[config.mk]
export PLATFORM = sky130hd
export DESIGN_NAME = field_assembler
export DESIGN_NICKNAME = d
export VERILOG_FILES = /design/src/rtl/field_assembler.sv
export SDC_FILE = /design/constraint.sdc
export NUM_CORES = 1
export LEC_CHECK = 0
export BUFFER_PORTS_ARGS = -buffer_cell sky130_fd_sc_hd__buf_2
export CORE_AREA = 2 2 39 41
export CTS_BUF_LIST = sky130_fd_sc_hd__clkbuf_16
export CTS_CLUSTER_SIZE = 8
export DETAILED_ROUTE_END_ITERATION = 7
export DIE_AREA = 0 0 41 43
export PLACE_DENSITY_LB_ADDON = 0.12
export SLEW_MARGIN = 30
export SYNTH_ARGS = -nofsm -noshare
export SYNTH_HDL_FRONTEND = slang
export SYNTH_SLANG_ARGS = --single-unit
export TNS_END_PERCENT = 30
[constraint.sdc]
create_clock -name clk -period 1.25 [get_ports clk]
set_input_delay 0.25 -clock clk [delete_from_list [all_inputs] [get_ports clk]]
set_output_delay 0.25 -clock clk [all_outputs]
set_load 0.05 [all_outputs]
[src/rtl/field_assembler.sv]
// Packs NUM_FIELDS independently produced sub-words into one word, emitted on a
// registered valid/ready port; flush emits a partially filled word with its mask.
module field_assembler #(
   parameter int NUM_FIELDS = 2,
   parameter int FIELD_W    = 2
) (
   input  logic                          clk,
   input  logic                          rst_n,
   input  logic [NUM_FIELDS-1:0]         fld_valid,
   input  logic [NUM_FIELDS*FIELD_W-1:0] fld_data,
   output logic [NUM_FIELDS-1:0]         fld_ready,
   input  logic                          flush,
   output logic                          out_valid,
   input  logic                          out_ready,
   output logic [NUM_FIELDS*FIELD_W-1:0] out_data,
   output logic [NUM_FIELDS-1:0]         out_mask
);

   localparam int DW = NUM_FIELDS * FIELD_W;

   typedef enum logic {COLLECT, FULL} state_t;

   state_t                state, state_nxt;
   logic [DW-1:0]         data_nxt;
   logic [NUM_FIELDS-1:0] mask_nxt;
   logic [NUM_FIELDS-1:0] accepted;
   logic [NUM_FIELDS-1:0] merged;

   // While collecting, out_mask doubles as the filled mask, so slots only open
   // once; while full, producers are only let in alongside a consumer handshake.
   always_comb begin
      fld_ready = ~out_mask;
      if (state == FULL) begin
         fld_ready = {NUM_FIELDS{out_ready}};
      end
   end

   assign accepted  = fld_valid & fld_ready;
   assign merged    = out_mask | accepted;
   assign out_valid = (state == FULL);

   always_comb begin
      state_nxt = state;
      data_nxt  = out_data;
      mask_nxt  = out_mask;
      case (state)
         COLLECT: begin
            mask_nxt = merged;
            for (int i = 0; i < NUM_FIELDS; i++) begin
               if (accepted[i]) begin
                  data_nxt[i*FIELD_W +: FIELD_W] = fld_data[i*FIELD_W +: FIELD_W];
               end
            end
            if ((&merged) || (flush && (|merged))) begin
               state_nxt = FULL;
            end
         end
         FULL: begin
            // Handshake: fields arriving in the same cycle seed the next word
            if (out_ready) begin
               mask_nxt = accepted;
               for (int i = 0; i < NUM_FIELDS; i++) begin
                  data_nxt[i*FIELD_W +: FIELD_W] =
                     accepted[i] ? fld_data[i*FIELD_W +: FIELD_W] : {FIELD_W{1'b0}};
               end
               if ((&accepted) || (flush && (|accepted))) begin
                  state_nxt = FULL;
               end else begin
                  state_nxt = COLLECT;
               end
            end
         end
         default: state_nxt = COLLECT;
      endcase
   end

   always_ff @(posedge clk or negedge rst_n) begin
      if (!rst_n) begin
         state    <= COLLECT;
         out_data <= '0;
         out_mask <= '0;
      end else begin
         state    <= state_nxt;
         out_data <= data_nxt;
         out_mask <= mask_nxt;
      end
   end

endmodule

# [After elaboration in Yosys (flattened, before gate mapping)]
# Cells that the tools add are included.
[op_classes] eq_ne=3 magnitude_cmp=0 div=0 n_reduce_logical=10 muxes=13 n_shift=0 mul=0 n_bitwise=4 n_addsub=0
[op_table] operator="2-to-1 mux 2 bit" n=6
[op_table] operator="case mux 4 bit (2 select lines)" n=1
[op_table] operator="AND reduction 2 bit" n=4
[op_table] operator="!= test 2 bit (second input constant)" n=3
[op_table] operator="2-to-1 mux 4 bit" n=1
[op_table] operator="case mux 2 bit (2 select lines)" n=1
[op_table] operator="OR reduction 2 bit" n=2
[op_table] operator="2-to-1 mux 1 bit" n=3
[op_table] operator="AND 2 bit" n=1
[op_table] operator="logical AND 1 bit" n=2
[op_table] operator="logical OR 1 bit" n=2
[op_table] operator="inverter 2 bit" n=1
[op_table] operator="OR 2 bit" n=1
[op_table] operator="case mux 1 bit (2 select lines)" n=1
[op_table] operator="inverter 1 bit" n=1
[word_totals] register_bits=7 latchBits=0 memories=0 rom_bits=0 word_cells=34 ram_bits=0

# [Depth between registers and ports, before layout]
[logic_depth] depth_word=9 ltp_mapped=4

# [Least setup slack after synthesis]
# Ideal clock, no wire load.
[synth_timing] path_kind="register -> output" from="register state, in the netlist out_valid" to="output port fld_ready[1]" t_required_ns=1.000 path_buffers=1 arrival_ns=1.757 path_stages_with_launch=4 path_slack_ns=-0.757 path_cell_list="dfrtp_1 -> clkbuf_2 -> inv_1 -> a21oi_1"
[synth_via] elab_chain_cells=1
[synth_rtl] element="from (decl)" line_no="23" rtl="state_t state, state_nxt;"
[synth_rtl] element="from (signal assigned)" line_no="83" rtl="state <= state_nxt;"
[synth_rtl] element="2-to-1 mux 2 bit" line_no="33" rtl="if (state == FULL) begin"
[synth_rtl] element="to (decl)" line_no="11" rtl="output logic [NUM_FIELDS-1:0] fld_ready,"
# No other way between the ends.

# [Worst setup path in the final report]
[layout_timing] from="register state, in the netlist out_valid" to="output port fld_ready[0]"
# The elaborated chain is that of the path after synthesis.

==> reports/qor.txt <==
status = finished, violations left
failing checks = negative setup slack
top post-synthesis cells by area = dfrtp_1, mux2i_1, nor2b_1, o21ai_0, nand2b_2
Final setup viols = 2
vias per cell = 5.012
synth warn = 0
worst slack at placement = 0.01119 ns
H-tree Lvls = 1
final hold violations = 0
area delta synth->final = 61.92%
Synth area leader = dfrtp_1
Skew-Pair Late Insertion Delay = 0.23 ns
crit-path cells = nor2b_4 > a21oi_4 > buf_6
worst-path fanout max = 3
Antenna diodes = 0
Post-Route WL = 1.101 mm
WL per Instance = 12.80 um
Post-synth ARST share = 100.0%
CP max stage delay = 0.41 ns
synthesized area = 430.4 um^2
initial DRC count = 6
Hold Path Depth = 3
placed instance area = 579.3 um^2
synth cell count leaders = dfrtp_1, nor2b_1, o21ai_0
DR vias = 431
PwrDens = 1866 nW/um^2
CTS tree = done
R2R setup slack = 0.18 ns
Tcrit/Tclk final = 106.6%
post-route cell area = 696.9 um^2
cts bufs inserted = 3
top-count cell post-synth = dfrtp_1
Lkg Pwr = 0.3501 nW
global-route wire length before repair = 1.807 mm
Avg Inst Size Synth = 9.357 um^2
Pins Over Slew Limit = 0
Slew HR = 83.90%
Yosys reg bits = 7
final cell utilization of the core = 50.36%
syn nets = 56
CTS Buffer Depth = 2
min-delay src = fld_data[0]
Worst-path clk slew = 0.04 ns
Placed Cells = 81
cell family with most CP delay = flip-flops
fmax = 750.2 MHz
RePlAce Congestion = 0.6983
dominant synthesized flop cell = dfrtp_1
post-CTS setup buffers = 0
startpoint type of the worst setup path = flop
Tmin final = 1.333 ns
# nets final = 81
core box area = 1384 um^2
Clock Sinks = 7
DR pass1 iterations = 4
EDFF count, synth = 0
Setup WS post-layout = -0.08298 ns
sequential fraction of the synthesis area = 40.70%
gr ovfl total = 0
hpwl dp = 783.4 um
Max VDD drop = 0.9872 mV
end of the worst register-to-register path = out_data[1]$_DFFE_PN0P_
layout cells sized above 1 = 48.57%
top-level I/O count = 19
Worst Path Buf+Inv = 1
clk_skew = 0.002818 ns
Hold WC Path Type = in2reg
Worst Tran Pin Value = 0.2416 ns
CP arrival = 1.08 ns
DIE WIDTH = 41 um
die height = 43 um
vias in the first global route = 411
slowest library cell on the worst path = dfrtp_2
Die ar. = 1763 um^2
worst hold endpoint = out_data[0]$_DFFE_PN0P_
crit path capture type = output pin
GRT Total Usage = 16.15%
Worst EP required = 1.00 ns
drc violations = 0
Max-cap violations = 0
RSZ-0062 raised after global routing = yes
Initial Util = 31.10%
post-route insts no fill = 86
largest net degree at the start of global routing = 11
Worst R2R Start = out_mask[0]$_DFFE_PN0P_
clock root buffer = clkbuf_16
initial antenna violation count = 0
Setup Crit Path Kind = reg2out
Detail Route Antenna Nets = 0
Row Count = 14
Synth Instances = 46
Yosys cell types = 18
top cell type's share of synthesized area = 40.70%
I/O Buffers = 18
R2R depth = 3
-- where the power goes --
part	leakage (nW)	internal [mW]	switching (mW)
combinational	0.223	0.156	0.289
sequential	0.0849	0.268	0.0424
clock	0.0423	0.417	0.128
-- layer usage --
| layer | GRT usage, % | vias to the layer above | routed length (um) | part of all wire, % |
|---|---|---|---|---|
| met5 | 0 | - | 0 | 0 |
| met4 | 10.00 | 0 | 27 | 2.5 |
| met3 | 9.424 | 5 | 92 | 8.4 |
| met2 | 20.31 | 17 | 493 | 45 |
| met1 | 20.26 | 196 | 488 | 44 |
| li1 | - | 213 | - | - |
-- placed cells by master, fill, tap and decap left out --
cell type       n
nand2_1         1
clkbuf_16       3
o32ai_1         1
buf_4           4
dfrtp_2         1
inv_6           1
o22a_1          1
nor2_1          2
dlygate4sd3_1   1
inv_1           1
dfrtp_1         6
nor2b_1         5
buf_2          14
a31oi_1         1
o21ai_1         3
a21oi_1         1
and3_1          2
mux2i_1         5
nor2b_4         1
o21ai_0         6
and3_2          2
maj3_2          1
nand2b_2        2
buf_6           3
a21oi_4         2
-- worst register-to-register path, cell delays in order, from the launching register on --
cell      delay (ns)
dfrtp_1         0.46
nand2b_2        0.20
mux2i_1         0.21
o21ai_1         0.08
-- layout make-up --
cell class	instances	area, um^2
Multi-Input combinational cell	36	269.0
Clock buffer	3	75.07
Fill cell	133	686.9
Tap cell	16	20.02
Clock inverter	1	3.754
Sequential cell	7	176.4
Inverter	1	8.758
Timing Repair Buffer	22	143.9
-- how the worst max path moves through the flow --
stage | startpoint | end | slack [ns] | cells after the start
floorplan | out_valid$_DFF_PN0_ | fld_ready[0] | -0.12 | 3
global placement | out_valid$_DFF_PN0_ | fld_ready[0] | 0.04 | 3
detailed placement | out_valid$_DFF_PN0_ | fld_ready[1] | 0.01 | 3
CTS | out_valid$_DFF_PN0_ | fld_ready[1] | -0.08 | 3
global route | out_valid$_DFF_PN0_ | fld_ready[0] | -0.11 | 3
finish | out_valid$_DFF_PN0_ | fld_ready[0] | -0.08 | 3
-- cells by family (layout without fill, tap and decap cells) --
kind of cell,after synthesis,in the layout,share of synthesized area [%]
AOI/OAI and AO/OA,15,15,19.48
DFF,7,7,40.70
muxes,5,5,11.63
buffers and inverters,3,27,3.778
and+or+nand+nor,15,15,21.80
adders and majority gates,1,1,2.616
-- state kept, by name, indices dropped and copies added (netlist names) --
register / cells
out_mask: 2
out_data: 4
out_valid: 1
-- repair_timing --
action,4_1_cts,5_1_grt
endpoints found under the hold margin,7,0
gates resized for setup,8,2
pin swaps,0,0
endpoints found under the setup margin,4,3
hold buffers,1,0
-- through the flow --
| step | TNS (ns) | total power [mW] | hold WS [ns] |
|---|---|---|---|
| after floorplan | -0.5089 | 0.6253 | -0.04559 |
| after global placement | 0 | 0.7280 | 0.1014 |
| after detailed placement | 0 | 0.7285 | 0.1003 |
| after CTS | -0.1538 | 1.313 | 0.3095 |
| after global routing | -0.2118 | 1.366 | 0.3550 |
| final | -0.1548 | 1.301 | 0.3100 |
Power figures use the tool's default switching activity.
